--- src/rtl/display_pkg.sv ---
// Shared definitions for the result-display stream: phase tags, error causes,
// collector state encoding and shadow-buffer geometry.
package display_pkg;

  localparam int unsigned PH_W            = 3;
  localparam int unsigned ERR_W           = 3;
  localparam int unsigned ST_W            = 3;
  localparam int unsigned WORDS_PER_PHASE = 4;
  localparam int unsigned NUM_SLOTS       = 12;
  localparam int unsigned CNT_W           = 4;

  localparam logic [PH_W-1:0] PH_IDLE = 3'd0;
  localparam logic [PH_W-1:0] PH_PE   = 3'd1;
  localparam logic [PH_W-1:0] PH_3X3  = 3'd2;
  localparam logic [PH_W-1:0] PH_2X2  = 3'd3;
  localparam logic [PH_W-1:0] PH_DONE = 3'd4;

  localparam logic [ERR_W-1:0] ERR_NONE    = 3'd0;
  localparam logic [ERR_W-1:0] ERR_ORDER   = 3'd1;
  localparam logic [ERR_W-1:0] ERR_EARLY   = 3'd2;
  localparam logic [ERR_W-1:0] ERR_OVERRUN = 3'd3;
  localparam logic [ERR_W-1:0] ERR_TIMEOUT = 3'd4;
  localparam logic [ERR_W-1:0] ERR_GAP     = 3'd5;

  localparam logic [ST_W-1:0] S_IDLE    = 3'd0;
  localparam logic [ST_W-1:0] S_COLLECT = 3'd1;
  localparam logic [ST_W-1:0] S_CHECK   = 3'd2;
  localparam logic [ST_W-1:0] S_DONE    = 3'd3;
  localparam logic [ST_W-1:0] S_ERR     = 3'd4;

  // Phase tag that must accompany the byte landing in slot cnt.
  function automatic logic [PH_W-1:0] expected_tag(input logic [CNT_W-1:0] cnt);
    return PH_W'(cnt / CNT_W'(WORDS_PER_PHASE)) + PH_W'(1);
  endfunction

endpackage

--- src/rtl/display_slot_buffer.sv ---
// 12-entry shadow storage for incoming result bytes, with its own write index.
module display_slot_buffer
  import display_pkg::*;
#(
  parameter int unsigned DATA_W = 8
) (
  input  logic                          clk,
  input  logic                          reset,
  input  logic                          start_i,
  input  logic                          wr_i,
  input  logic                          clr_i,
  input  logic [DATA_W-1:0]             data_i,
  output logic [CNT_W-1:0]              cnt_o,
  output logic [NUM_SLOTS*DATA_W-1:0]   slots_o
);

  logic [CNT_W-1:0]                  cnt_q, cnt_d;
  logic [NUM_SLOTS-1:0][DATA_W-1:0]  slots_q, slots_d;

  // start_i restarts at slot 0; wr_i appends at the current index.
  always_comb begin
    cnt_d   = cnt_q;
    slots_d = slots_q;
    if (clr_i) begin
      cnt_d = '0;
    end else if (start_i) begin
      slots_d[0] = data_i;
      cnt_d      = CNT_W'(1);
    end else if (wr_i && (cnt_q < CNT_W'(NUM_SLOTS))) begin
      slots_d[cnt_q] = data_i;
      cnt_d          = cnt_q + CNT_W'(1);
    end
  end

  always_ff @(posedge clk or posedge reset) begin
    if (reset) begin
      cnt_q   <= '0;
      slots_q <= '0;
    end else begin
      cnt_q   <= cnt_d;
      slots_q <= slots_d;
    end
  end

  assign cnt_o   = cnt_q;
  assign slots_o = slots_q;

endmodule

--- src/rtl/display_collector.sv ---
// Rebuilds PE / 3x3 / 2x2 result matrices from the display byte stream and
// cross-checks PE against the other two before signalling done or error.
module display_collector
  import display_pkg::*;
#(
  parameter int unsigned DATA_W  = 8,
  parameter int unsigned TIMEOUT = 32
) (
  input  logic                           clk,
  input  logic                           reset,
  input  logic                           clear_i,
  input  logic [DATA_W-1:0]              display_result_i,
  input  logic [PH_W-1:0]                state_display_i,
  output logic [WORDS_PER_PHASE*DATA_W-1:0] pe_mat_o,
  output logic [WORDS_PER_PHASE*DATA_W-1:0] mat3x3_o,
  output logic [WORDS_PER_PHASE*DATA_W-1:0] mat2x2_o,
  output logic                           match_3x3_o,
  output logic                           match_2x2_o,
  output logic                           done_o,
  output logic                           busy_o,
  output logic                           err_o,
  output logic [ERR_W-1:0]               err_code_o
);

  localparam int unsigned MAT_W = WORDS_PER_PHASE * DATA_W;
  localparam int unsigned WD_W  = $clog2(TIMEOUT);

  logic [ST_W-1:0]  state_q, state_d;
  logic [WD_W-1:0]  wd_q, wd_d;
  logic [ERR_W-1:0] err_code_q, err_code_d;
  logic [MAT_W-1:0] pe_mat_q, pe_mat_d, mat3x3_q, mat3x3_d, mat2x2_q, mat2x2_d;
  logic             match_3x3_q, match_3x3_d, match_2x2_q, match_2x2_d;
  logic             done_q, done_d, busy_q, busy_d, err_q, err_d;

  logic                             buf_start, buf_wr, buf_clr;
  logic [CNT_W-1:0]                 cnt;
  logic [NUM_SLOTS-1:0][DATA_W-1:0] slots;
  logic [MAT_W-1:0]                 pe_new, m3_new, m2_new;
  logic                             tag_is_data;

  display_slot_buffer #(.DATA_W(DATA_W)) u_buf (
    .clk     (clk),
    .reset   (reset),
    .start_i (buf_start),
    .wr_i    (buf_wr),
    .clr_i   (buf_clr),
    .data_i  (display_result_i),
    .cnt_o   (cnt),
    .slots_o (slots)
  );

  assign pe_new      = {slots[0], slots[1], slots[2],  slots[3]};
  assign m3_new      = {slots[4], slots[5], slots[6],  slots[7]};
  assign m2_new      = {slots[8], slots[9], slots[10], slots[11]};
  assign tag_is_data = (state_display_i >= PH_PE) && (state_display_i <= PH_2X2);

  always_comb begin
    state_d     = state_q;
    wd_d        = wd_q;
    err_code_d  = err_code_q;
    pe_mat_d    = pe_mat_q;
    mat3x3_d    = mat3x3_q;
    mat2x2_d    = mat2x2_q;
    match_3x3_d = match_3x3_q;
    match_2x2_d = match_2x2_q;
    buf_start   = 1'b0;
    buf_wr      = 1'b0;
    buf_clr     = 1'b0;
    case (state_q)
      S_IDLE: begin
        if (state_display_i == PH_PE) begin
          buf_start = 1'b1;
          wd_d      = '0;
          state_d   = S_COLLECT;
        end
      end
      // Rule order matters: watchdog, then done/overrun, then data, then gap/order.
      S_COLLECT: begin
        wd_d = wd_q + WD_W'(1);
        if (wd_q == WD_W'(TIMEOUT - 1)) begin
          state_d    = S_ERR;
          err_code_d = ERR_TIMEOUT;
        end else if (state_display_i == PH_DONE && cnt == CNT_W'(NUM_SLOTS)) begin
          state_d = S_CHECK;
        end else if (state_display_i == PH_DONE) begin
          state_d    = S_ERR;
          err_code_d = ERR_EARLY;
        end else if (tag_is_data && cnt == CNT_W'(NUM_SLOTS)) begin
          state_d    = S_ERR;
          err_code_d = ERR_OVERRUN;
        end else if (state_display_i == expected_tag(cnt)) begin
          buf_wr = 1'b1;
        end else if (state_display_i == PH_IDLE) begin
          state_d    = S_ERR;
          err_code_d = ERR_GAP;
        end else begin
          state_d    = S_ERR;
          err_code_d = ERR_ORDER;
        end
      end
      S_CHECK: begin
        pe_mat_d    = pe_new;
        mat3x3_d    = m3_new;
        mat2x2_d    = m2_new;
        match_3x3_d = (pe_new == m3_new);
        match_2x2_d = (pe_new == m2_new);
        state_d     = S_DONE;
      end
      S_DONE: begin
        state_d = S_IDLE;
      end
      S_ERR: begin
        if (clear_i) begin
          state_d    = S_IDLE;
          err_code_d = ERR_NONE;
          buf_clr    = 1'b1;
        end
      end
      default: begin
        state_d = S_IDLE;
      end
    endcase
    done_d = (state_d == S_DONE);
    busy_d = (state_d == S_COLLECT) || (state_d == S_CHECK);
    err_d  = (state_d == S_ERR);
  end

  always_ff @(posedge clk or posedge reset) begin
    if (reset) begin
      state_q     <= S_IDLE;
      wd_q        <= '0;
      err_code_q  <= ERR_NONE;
      pe_mat_q    <= '0;
      mat3x3_q    <= '0;
      mat2x2_q    <= '0;
      match_3x3_q <= 1'b0;
      match_2x2_q <= 1'b0;
      done_q      <= 1'b0;
      busy_q      <= 1'b0;
      err_q       <= 1'b0;
    end else begin
      state_q     <= state_d;
      wd_q        <= wd_d;
      err_code_q  <= err_code_d;
      pe_mat_q    <= pe_mat_d;
      mat3x3_q    <= mat3x3_d;
      mat2x2_q    <= mat2x2_d;
      match_3x3_q <= match_3x3_d;
      match_2x2_q <= match_2x2_d;
      done_q      <= done_d;
      busy_q      <= busy_d;
      err_q       <= err_d;
    end
  end

  assign pe_mat_o    = pe_mat_q;
  assign mat3x3_o    = mat3x3_q;
  assign mat2x2_o    = mat2x2_q;
  assign match_3x3_o = match_3x3_q;
  assign match_2x2_o = match_2x2_q;
  assign done_o      = done_q;
  assign busy_o      = busy_q;
  assign err_o       = err_q;
  assign err_code_o  = err_code_q;

endmodule
--- config.mk ---
export PLATFORM = sky130hd
export DESIGN_NAME = display_collector
export DESIGN_NICKNAME = d
export VERILOG_FILES = /design/src/rtl/display_pkg.sv /design/src/rtl/display_slot_buffer.sv /design/src/rtl/display_collector.sv
export SDC_FILE = /design/constraint.sdc
export NUM_CORES = 1
export LEC_CHECK = 0
export ABC_AREA = 0
export CAP_MARGIN = 10
export CORE_MARGIN = 4
export CORE_UTILIZATION = 41
export DETAILED_ROUTE_END_ITERATION = 16
export HOLD_SLACK_MARGIN = 0.06
export PLACE_DENSITY_LB_ADDON = 0.05
export SYNTH_ARGS = -nofsm -noshare
export SYNTH_HDL_FRONTEND = slang
export SYNTH_SLANG_ARGS = --single-unit
--- constraint.sdc ---
create_clock -name clk -period 8.85 [get_ports clk]
set_clock_uncertainty 0.05 [all_clocks]
set_input_delay 1.3275 -clock clk [delete_from_list [all_inputs] [get_ports clk]]
set_output_delay 1.3275 -clock clk [all_outputs]
set_load 0.05 [all_outputs]
== Yosys cells after proc, flatten, opt, wreduce, memory -nomap -nowiden ==
Index checks and enable logic that the tools add are counted.

* Input port bits: 14
* Output and inout bits: 104
* Register bits after elaboration: 212

* Add/subtract/negate cells: 3
* Bitwise logic cells: 2
* Eq/ne operators: 18
* Mux-type cells: 36
* Order comparisons: 5
* Reductions and logical operators: 16

{| class="wikitable"
|+ Operators by type and width
! operator !! number
|-
| $bwmux W96 || 1
|-
| $eq A32 B32 Y1 || 2
|-
| $mux W3 || 14
|-
| $demux W8 S4 || 1
|-
| $mux W8 || 3
|-
| $mux W4 || 3
|-
| $pmux W3 S4 || 1
|-
| $mux W1 || 10
|-
| $pmux W5 S2 || 1
|-
| $eq A3 B1 Y1 const B || 3
|-
| $eq A3 B2 Y1 const B || 3
|-
| $eq A3 B3 Y1 const B || 3
|-
| $logic_not A3 Y1 || 2
|-
| $pmux W3 S2 || 1
|-
| $reduce_bool A2 Y1 || 3
|-
| $add A5 B1 Y5 const B || 1
|-
| $eq A5 B5 Y1 const B || 1
|-
| $logic_and A1 B1 Y1 || 5
|-
| $lt A4 B5 Y1 const B || 1
|-
| $mux W5 || 1
|-
| $ne A5 B5 Y1 const B || 1
|-
| $add A4 B1 Y4 const B || 1
|-
| $eq A4 B4 Y1 const B || 1
|-
| $ge A4 B1 Y1 const B || 1
|-
| 13 further kinds || 16
|}

== Longest topological paths before layout ==
Gate-level depths: netlist of run 1.

* Word-level depth: 12
* Gate-level depth with buffers: 10
* Mapped depth without buffers: 8

== Cells and area by module ==
Synthesis of run 1 repeated with hierarchy kept, for this count alone.

* Cells, all modules: 828
* Area, all modules: 9166.3 um2

{| class="wikitable"
|+ By module, submodules not included
! module !! times used !! area an instance (um2) !! cells each
|-
| display_collector || 1 || 5117.4 || 575
|-
| display_slot_buffer || 1 || 4048.9 || 253
|}

== Least setup slack after synthesis of run 1 ==
Ideal clock, no wire load.

* Kind: input to register
* Start point: input state_display_i[1]
* End point: register u_buf.slots_q (netlist bit u_buf.slots_o[41])
* Library setup time: 0.125 ns
* Data arrival time: 2.722 ns
* Slack: 5.953 ns
* Stages: 6
* Buffers on the path: 1
* Path through: xnor2_1 nand3_4 nor3_4 and3_1 buf_2 mux2_2

* Word-level cells in the longest chain between the ends: 10
* Elaborated cells between the ends (all ways): 19
* Those cells by class: 2 x order compare; 3 x eq/ne; 8 x mux; 1 x bitwise; 5 x reduce/logical

{| class="wikitable"
|+ Ends and longest elaborated chain
! element !! RTL line !! text
|-
| start: declaration || display_collector.sv:13 || <nowiki>input logic [PH_W-1:0] state_display_i,</nowiki>
|-
| $ge A3 B1 Y1 or $le A3 B2 Y1 (tied branches) || display_collector.sv:55 || <nowiki>assign tag_is_data = (state_display_i >= PH_PE) && (state_display_i <= PH_2X2);</nowiki>
|-
| $logic_and A1 B1 Y1 || display_collector.sv:55 ||
|-
| $logic_and A1 B1 Y1 || display_collector.sv:88 || <nowiki>end else if (tag_is_data && cnt == CNT_W'(NUM_SLOTS)) begin</nowiki>
|-
| $mux W1 || display_collector.sv:88 ||
|-
| $mux W1 || display_collector.sv:85 || <nowiki>end else if (state_display_i == PH_DONE) begin</nowiki>
|-
| $mux W1 || display_collector.sv:83 || <nowiki>end else if (state_display_i == PH_DONE && cnt == CNT_W'(NUM_SLOTS)) begin</nowiki>
|-
| $mux W1 || display_collector.sv:80 || <nowiki>if (wd_q == WD_W'(TIMEOUT - 1)) begin</nowiki>
|-
| $mux W1 || display_collector.sv:69 || <nowiki>case (state_q)</nowiki>
|-
| $logic_and A1 B1 Y1 || display_slot_buffer.sv:29 || <nowiki>end else if (wr_i && (cnt_q < CNT_W'(NUM_SLOTS))) begin</nowiki>
|-
| $reduce_and A3 Y1 (no source line) (*) || n/a ||
|-
| end signal: assignment || display_slot_buffer.sv:41 || <nowiki>slots_q <= slots_d;</nowiki>
|-
| end: declaration || display_slot_buffer.sv:18 || <nowiki>logic [NUM_SLOTS-1:0][DATA_W-1:0] slots_q, slots_d;</nowiki>
|}

Mark *: on every way between the ends. The rest lies on a longest branch, timed or not.
A chain may end at the register's enable or synchronous reset.

== Worst setup path in the final report of run 1 ==
* Start point: input state_display_i[1]
* End point: register u_buf.slots_q (netlist bit u_buf.slots_o[53])

The elaborated chain is that of the path after synthesis.

==> results of run 1 <==
[flip-flops by register name, indices dropped and copies added (netlist names)]
signal	count
busy_o	1
match_2x2_o	1
u_buf.slots_o	96
mat2x2_o	32
pe_mat_o	32
mat3x3_o	32
done_o	1
err_code_o	3
match_3x3_o	1
u_buf.cnt_o	4
err_o	1
wd_q	5
state_q	3
[per-stage QoR]
stage	hold WS, ns	cells	area (µm²)	worst slack (ns)
2_1_floorplan	0.415	831	9180	1.68
3_3_place_gp	0.410	1194	10600	5.06
3_5_place_dp	0.411	1194	10600	4.97
4_1_cts	0.425	1230	11300	5.51
5_1_grt	0.442	1230	11300	5.34
6_report	0.420	1230	11300	5.50
[placed cells by master, fill, tap and decap left out, types with 4 or more instances in the layout]
cell type	netlist	routed
nand2_1	306	305
dfrtp_1	212	212
clkdlybuf4s50_1	0	117
mux2_2	67	67
xor2_1	41	41
xnor2_1	28	28
clkbuf_16	0	25
mux2_4	24	24
nand3_1	11	11
nor4_1	11	11
nor2_1	10	10
ha_1	10	10
and3_1	8	8
mux2_1	8	8
nand4_1	7	7
clkbuf_1	29	7
nor3_1	6	6
inv_1	7	6
o31ai_1	5	5
nand2_4	3	4
o21ai_0	4	4
[kinds of logic after synthesis]
kind of cell / count (synthesis)
AO/OA/AOI/OAI: 17
flip-flops: 212
adder cells (fa/ha/maj): 10
XOR/XNOR: 70
buffers and inverters: 45
multiplexers: 100
AND/OR/NAND/NOR: 377
[worst register-to-register path, cell delays in order (launching register included)]
cell     delay (ns)
dfrtp_1        0.48
inv_1          0.13
ha_1           0.32
xnor2_1        0.27
nand3_4        0.19
nor3_4         0.46
and3_1         0.48
mux2_2         0.39
[layout make-up]
cell class / instances / area (µm²)
fill: 1972 / 10600
timing repair buffer: 120 / 1190
multi-input combinational: 574 / 3710
sequential: 212 / 5310
clock inverter: 2 / 12.5
inverter: 8 / 37.5
clock buffer: 34 / 679
tap: 280 / 350
[report_power, final]
part	switching [mW]	internal [mW]	total (mW)
logic	0.465	0.257	0.723
registers	0.124	1.08	1.21
clock network	0.369	0.526	0.894
total	0.958	1.87	2.83
[worst min-delay path by stage]
stage | start | to | slack (ns) | depth (start not counted)
global route | mat3x3_o[19]$_DFFE_PP0N_ | mat3x3_o[19]$_DFFE_PP0N_ | 0.44 | 2
global placement | pe_mat_o[21]$_DFFE_PP0N_ | pe_mat_o[21]$_DFFE_PP0N_ | 0.41 | 2
floorplan | wd_q[2]$_DFFE_PP0P_ | wd_q[2]$_DFFE_PP0P_ | 0.41 | 1
CTS | mat2x2_o[0]$_DFFE_PP0N_ | mat2x2_o[0]$_DFFE_PP0N_ | 0.43 | 2
detailed placement | mat2x2_o[0]$_DFFE_PP0N_ | mat2x2_o[0]$_DFFE_PP0N_ | 0.41 | 2
finish | mat2x2_o[0]$_DFFE_PP0N_ | mat2x2_o[0]$_DFFE_PP0N_ | 0.42 | 2
[routing by layer]
layer	vias up	part of all wire [%]	track usage [%]
met5	-	0	0
met4	0	1.5	4.26
met3	23	4.3	2.79
met2	119	49	32.5
met1	3106	46	26.7
li1	2918	-	-
==> results.md, run 1 <==
- Hold-fix buffers, CTS: 0
- Leading cell type by number of instances after synthesis: nand2_1
- Fraction of the yosys area taken by sequential cells: 57.8%
- Number of buffer and inverter stages on the critical path: 1
- Run status: finished clean
- Number of port buffers: 117
- Minimum setup slack among reg-to-reg paths: 5.95 ns
- Total length of routed wires: 23600 µm
- CTS tree: built
- Inserted Clock Buffers: 24
- IO Count: 118
- Via count of the first global-routing pass: 6431
- Total leakage power: 5.87 nW
- Synth-to-Final Area Change: 22.9%
- Synth Net Count: 855
- Number of optimization iterations in the first detailed-route pass: 5
- Total number of vias: 6166
- Layout cells sized above 1: 14.6%
- Number of buffers inserted to repair setup after CTS: 0
- Unrepaired setup endpoints after global routing: no
- Dominant cell type by area after synthesis: dfrtp_1
- Max Clock Freq: 298 MHz
- Startpoint of the worst-slack reg-to-reg timing path: u_buf.cnt_o[2]$_DFFE_PP0P_
- Final weighted congestion in routability-driven placement: 0.799
- Total congestion overflow: 0
- ANT cells: 0
- Overall global routing resource usage: 19.3%
- Kind of critical path: in2reg
- Routed wire per std cell: 19.2 µm
- Largest driver fanout on the critical path: 9
- Worst setup SP type: input pin
- Category of the worst setup path capture point: flop
- Instance count of the mapped netlist: 831
- Worst-margin pin slew: 1.00 ns
- Clock tree buffer depth: 3
- Share of synthesized cell area in full adder, half adder and majority cells: 1.36%
- Die Span X: 158 µm
- Post-synth EDFFs: 0
- Max-cap check violation count: 0
- Power Dens Cells: 250 mW/mm²
- Worst path cell trace: clkdlybuf4s50_1 -> xnor2_1 -> nand3_4 -> nor3_4 -> and3_1 -> mux2_2
- Arrival time at the worst endpoint: 3.68 ns
- Ranking of synthesized cells by instance count: nand2_1 (306), dfrtp_1 (212), mux2_2 (67)
- Final Hold Fails: 0
- Total number of placement rows: 54
- XOR/XNOR Fraction of Synth Area: 6.76%
- Synth Cell Area: 0.00918 mm²
- Primary flip-flop cell chosen by synthesis mapping: dfrtp_1
- Detail Placement HPWL: 16500 µm
- Quantity of gates resized following cts: 0
- Antenna violation net count after detailed routing: 0
- Drt first-iter violations: 290
- Final Critical Period: 3.35 ns
- Fin util: 51.5%
- Final setup fails: 0
- Clock latency of the later-clocked register in the worst-skew pair: 0.51 ns
- Crit Reg-Reg Endpoint: u_buf.slots_o[53]$_DFFE_PP0P_
- CP max stage delay: 0.51 ns
- FFs w/ async S/R, synth: 100%
- Post-synthesis sequential element count: 212
- Area fraction in compound gates after synthesis: 1.28%
- Level count of the clock H-tree: 1
- CTS sink cnt: 212
- Mean instance size in the synthesized netlist: 11.0 µm²
- Net count reported at finish: 964
- Worst slew margin relative to its limit: 33.1%
- Post-layout power: 2.83 mW
- R2r worst-path depth: 7
- Synth warnings: 0
- Fraction of the mapped netlist area in simple logic gates: 17.7%
- Startpoint of the most critical setup path: state_display_i[1]
- Placeable core region: 0.0219 mm²
- Required time worst endpoint: 9.18 ns
- Clock transition time at the flip-flop clock pins of the worst setup and hold paths: 0.06 ns
- Die span in y: 158 µm
- Class of the tightest hold or removal check: reg2reg
- Slowest library cell on the worst path: clkdlybuf4s50_1
- Cell type group with the largest total delay on the critical path: simple AND/OR/NAND/NOR gates
- Number of distinct library cell variants in the gate-level netlist after synthesis: 42
- Dominant combinational cell family by area after synthesis: simple AND/OR/NAND/NOR gates
- Max rail drop VDD: 145 µV
- Total DRC errors in the routed layout: 0
- Effective utilization at floorplan: 41.9%
- Setup crit end: u_buf.slots_o[53]$_DFFE_PP0P_
- Largest net degree at the start of global routing: 142
- Yosys top cell area share: 57.8%
- Number of slew-limit violations in the final report: 0
- Number of antenna violations at the first check in global routing: 0
- Setup TNS Final: 0 ns
- Final Cycle Share: 37.9%
- Multiplexer share of the synthesized area: 13.2%
- Die area: 0.0248 mm²
- Clock tree root driver cell: clkbuf_16
- Vias per inst: 5.01
- Global-route wire length before repair: 37500 µm
- Logic depth of the worst path, buffers included: 6
- Synth top area cells: dfrtp_1 (58%), nand2_1 (13%), mux2_2 (8.2%), mux2_4 (3.9%), xor2_1 (3.9%)
No activity file was read; power rests on OpenSTA's default activity.
==> run 2: changes to the inputs <==
==> constraint.sdc (replaced) <==
create_clock -name clk -period 3.2 [get_ports clk]
set_clock_uncertainty 0.05 [all_clocks]
set_input_delay 0.48 -clock clk [delete_from_list [all_inputs] [get_ports clk]]
set_output_delay 0.48 -clock clk [all_outputs]
set_load 0.05 [all_outputs]
==> run 2 against run 1 <==
  * Via count grew 1.8%
  * Critical endpoint is now u_buf.slots_o[90]$_DFFE_PP0P_
  * First-iteration DRC count is 9.7% higher
  * Power grew to 2.9 times the previous value
  * Non-clock buffer count grew 13
  * Combinational power grew to 2.8 times the previous value
  * Sequential power rose to 2.8 times the previous value
  * Global-route usage is 0.69 points higher
  * Largest power group unchanged
  * Worst setup slack got worse by 5.1 ns
  * Largest cell class unchanged
==> results.md, run 2 (synthesized netlist as in run 1, its figures left out) <==
- Final weighted congestion in routability-driven placement: 0.796 (-0.45%)
- Hold-fix buffers, CTS: 0 (unchanged)
- Worst setup SP type: flop
- Category of the worst setup path capture point: flop
- Required time worst endpoint: 3.54 ns (-5.64 ns)
- Number of port buffers: 117 (unchanged)
- Worst setup slack before clock tree synthesis: 0.305 ns (-4.67 ns)
- IO Count: 118 (unchanged)
- Total DRC errors in the routed layout: 0 (unchanged)
- Hold Worst Slack: 0.420 ns (-0.000192 ns)
- Number of optimization iterations in the first detailed-route pass: 4 (-1)
- Clock tree root driver cell: clkbuf_16
- Clock latency of the later-clocked register in the worst-skew pair: 0.51 ns (about the same)
- Via count of the first global-routing pass: 6724 (+4.6%)
- Area of all placed cells without fillers: 0.0116 mm² (+2.7%)
- Overall global routing resource usage: 20.0% (+0.69 points)
- CTS sink cnt: 212 (unchanged)
- Total number of placement rows: 54 (unchanged)
- Clock transition time at the flip-flop clock pins of the worst setup and hold paths: 0.06 ns (about the same)
- Synth-to-Final Area Change: 26.2%
- Setup TNS Final: 0 ns (unchanged)
- Unrepaired setup endpoints after global routing: no
- Max rail drop VDD: 494 µV (+240%)
- Final Cycle Share: 86.2%
- ANT cells: 0 (unchanged)
- Level count of the clock H-tree: 1 (unchanged)
- Global-route wire length before repair: 38900 µm (+3.8%)
- Max Clock Freq: 362 MHz
- CTS tree: built
- Placement Cell Area: 0.0107 mm² (+1.2%)
- Net count reported at finish: 977 (+1.3%)
- Routed wire per std cell: 19.3 µm (+0.49%)
- Worst slew margin relative to its limit: 38.9% (+5.8 points)
- Layout cells sized above 1: 16.7% (+2.1 points)
- Final Critical Period: 2.76 ns
- Final Hold Fails: 0 (unchanged)
- Minimum setup slack among reg-to-reg paths: 0.44 ns (-5.51 ns)
- Worst path cell trace: ha_1 -> and3_1 -> ha_1 -> nor2_1 -> inv_1 -> nor3_4 -> buf_4 -> and3_1 -> mux2_2
- Die area: 0.0248 mm² (unchanged)
- Inserted Clock Buffers: 24 (unchanged)
- Placeable core region: 0.0219 mm² (unchanged)
- Arrival time at the worst endpoint: 3.10 ns (-0.58 ns)
- Antenna violation net count after detailed routing: 0 (unchanged)
- Quantity of gates resized following cts: 0 (unchanged)
- Number of antenna violations at the first check in global routing: 0 (unchanged)
- Total number of vias: 6276 (+1.8%)
- Final setup fails: 0 (unchanged)
- Total leakage power: 6.03 nW (+2.7%)
- Effective utilization at floorplan: 41.9% (unchanged)
- Drt first-iter violations: 318 (+9.7%)
- Commonest cells after routing, fill and taps aside: nand2_1 (305), dfrtp_1 (212), clkdlybuf4s50_1 (117)
- Die Span X: 158 µm (unchanged)
- Class of the tightest hold or removal check: reg2reg
- Die span in y: 158 µm (unchanged)
- CP max stage delay: 0.42 ns (-0.09 ns)
- Most frequent standard cell in the layout excluding fill and tap cells: nand2_1
- Clock tree buffer depth: 3 (unchanged)
- Total congestion overflow: 0 (unchanged)
- Number of buffers inserted to repair setup after CTS: 0 (unchanged)
- Final worst-path setup slack: 0.441 ns (-5.06 ns)
- Slowest library cell on the worst path: and3_1
- Kind of critical path: reg2reg
- Largest driver fanout on the critical path: 10 (+1)
- Number of slew-limit violations in the final report: 0 (unchanged)
- Flip-flop count of the largest register, all copies and words added: 96 (unchanged)
- Max-cap check violation count: 0 (unchanged)
- Largest net degree at the start of global routing: 60 (-58%)
- Total length of routed wires: 24100 µm (+2.2%)
- Worst-margin pin slew: 0.915 ns (-0.0890 ns)
- Power Dens Cells: 718 mW/mm² (+190%)
- Run status: finished clean
- Vias per inst: 5.02 (about the same)
- Detail Placement HPWL: 17400 µm (+5.4%)
==> run 2: layout make-up <==
class	instances	area [µm²]
Timing Repair Buffer	133	1330
Clock buffer	35	713
Inverter	8	33.8
Fill cell	1960	10300
Clock inverter	9	150
Tap cell	280	350
Sequential cell	212	5310
Multi-Input combinational cell	574	3710
==> run 2: layer usage <==
metal,up-vias,track usage (%),routed length [µm]
li1,2955,-,-
met3,26,2.62,1120
met2,147,34.3,11900
met4,0,4.06,354
met1,3148,27.4,10700
met5,-,0,0
==> run 2: worst paths after layout <==
kind                                                from                       endpoint  depth (start not counted)
worst max-delay path                 wd_q[0]$_DFFE_PP0P_  u_buf.slots_o[90]$_DFFE_PP0P_                          9
worst min-delay path            pe_mat_o[12]$_DFFE_PP0N_       pe_mat_o[12]$_DFFE_PP0N_                          2
worst max register to register       wd_q[0]$_DFFE_PP0P_  u_buf.slots_o[90]$_DFFE_PP0P_                          9
worst min register to register  pe_mat_o[12]$_DFFE_PP0N_       pe_mat_o[12]$_DFFE_PP0N_                          2
max in group asynchronous                          reset                err_o$_DFF_PP0_                          3
min in group asynchronous                          reset       mat2x2_o[12]$_DFFE_PP0N_                          2
==> run 2: power breakdown <==
part	internal [mW]	switching [mW]	total (mW)
registers	3.00	0.350	3.35
clock network	1.87	1.08	2.94
logic	0.730	1.30	2.03
==> run 2: stage by stage <==
step | utilization (%) | instances | power, mW
after floorplan | - | 831 | 4.70
after global placement | 49.0 | 1207 | 5.41
after detailed placement | 49.0 | 1207 | 5.44
after CTS | 52.9 | 1251 | 8.41
after global routing | 52.9 | 1251 | 8.71
final | 52.9 | 1251 | 8.32
==> run 2: critical path: cells and delay by family, from the launching register on <==
kind | cells | cell delay (ns)
multiplexers | 1 | 0.39
flip-flops | 1 | 0.41
buffers and inverters | 2 | 0.32
adder cells (fa/ha/maj) | 2 | 0.55
AND/OR/NAND/NOR | 4 | 0.93
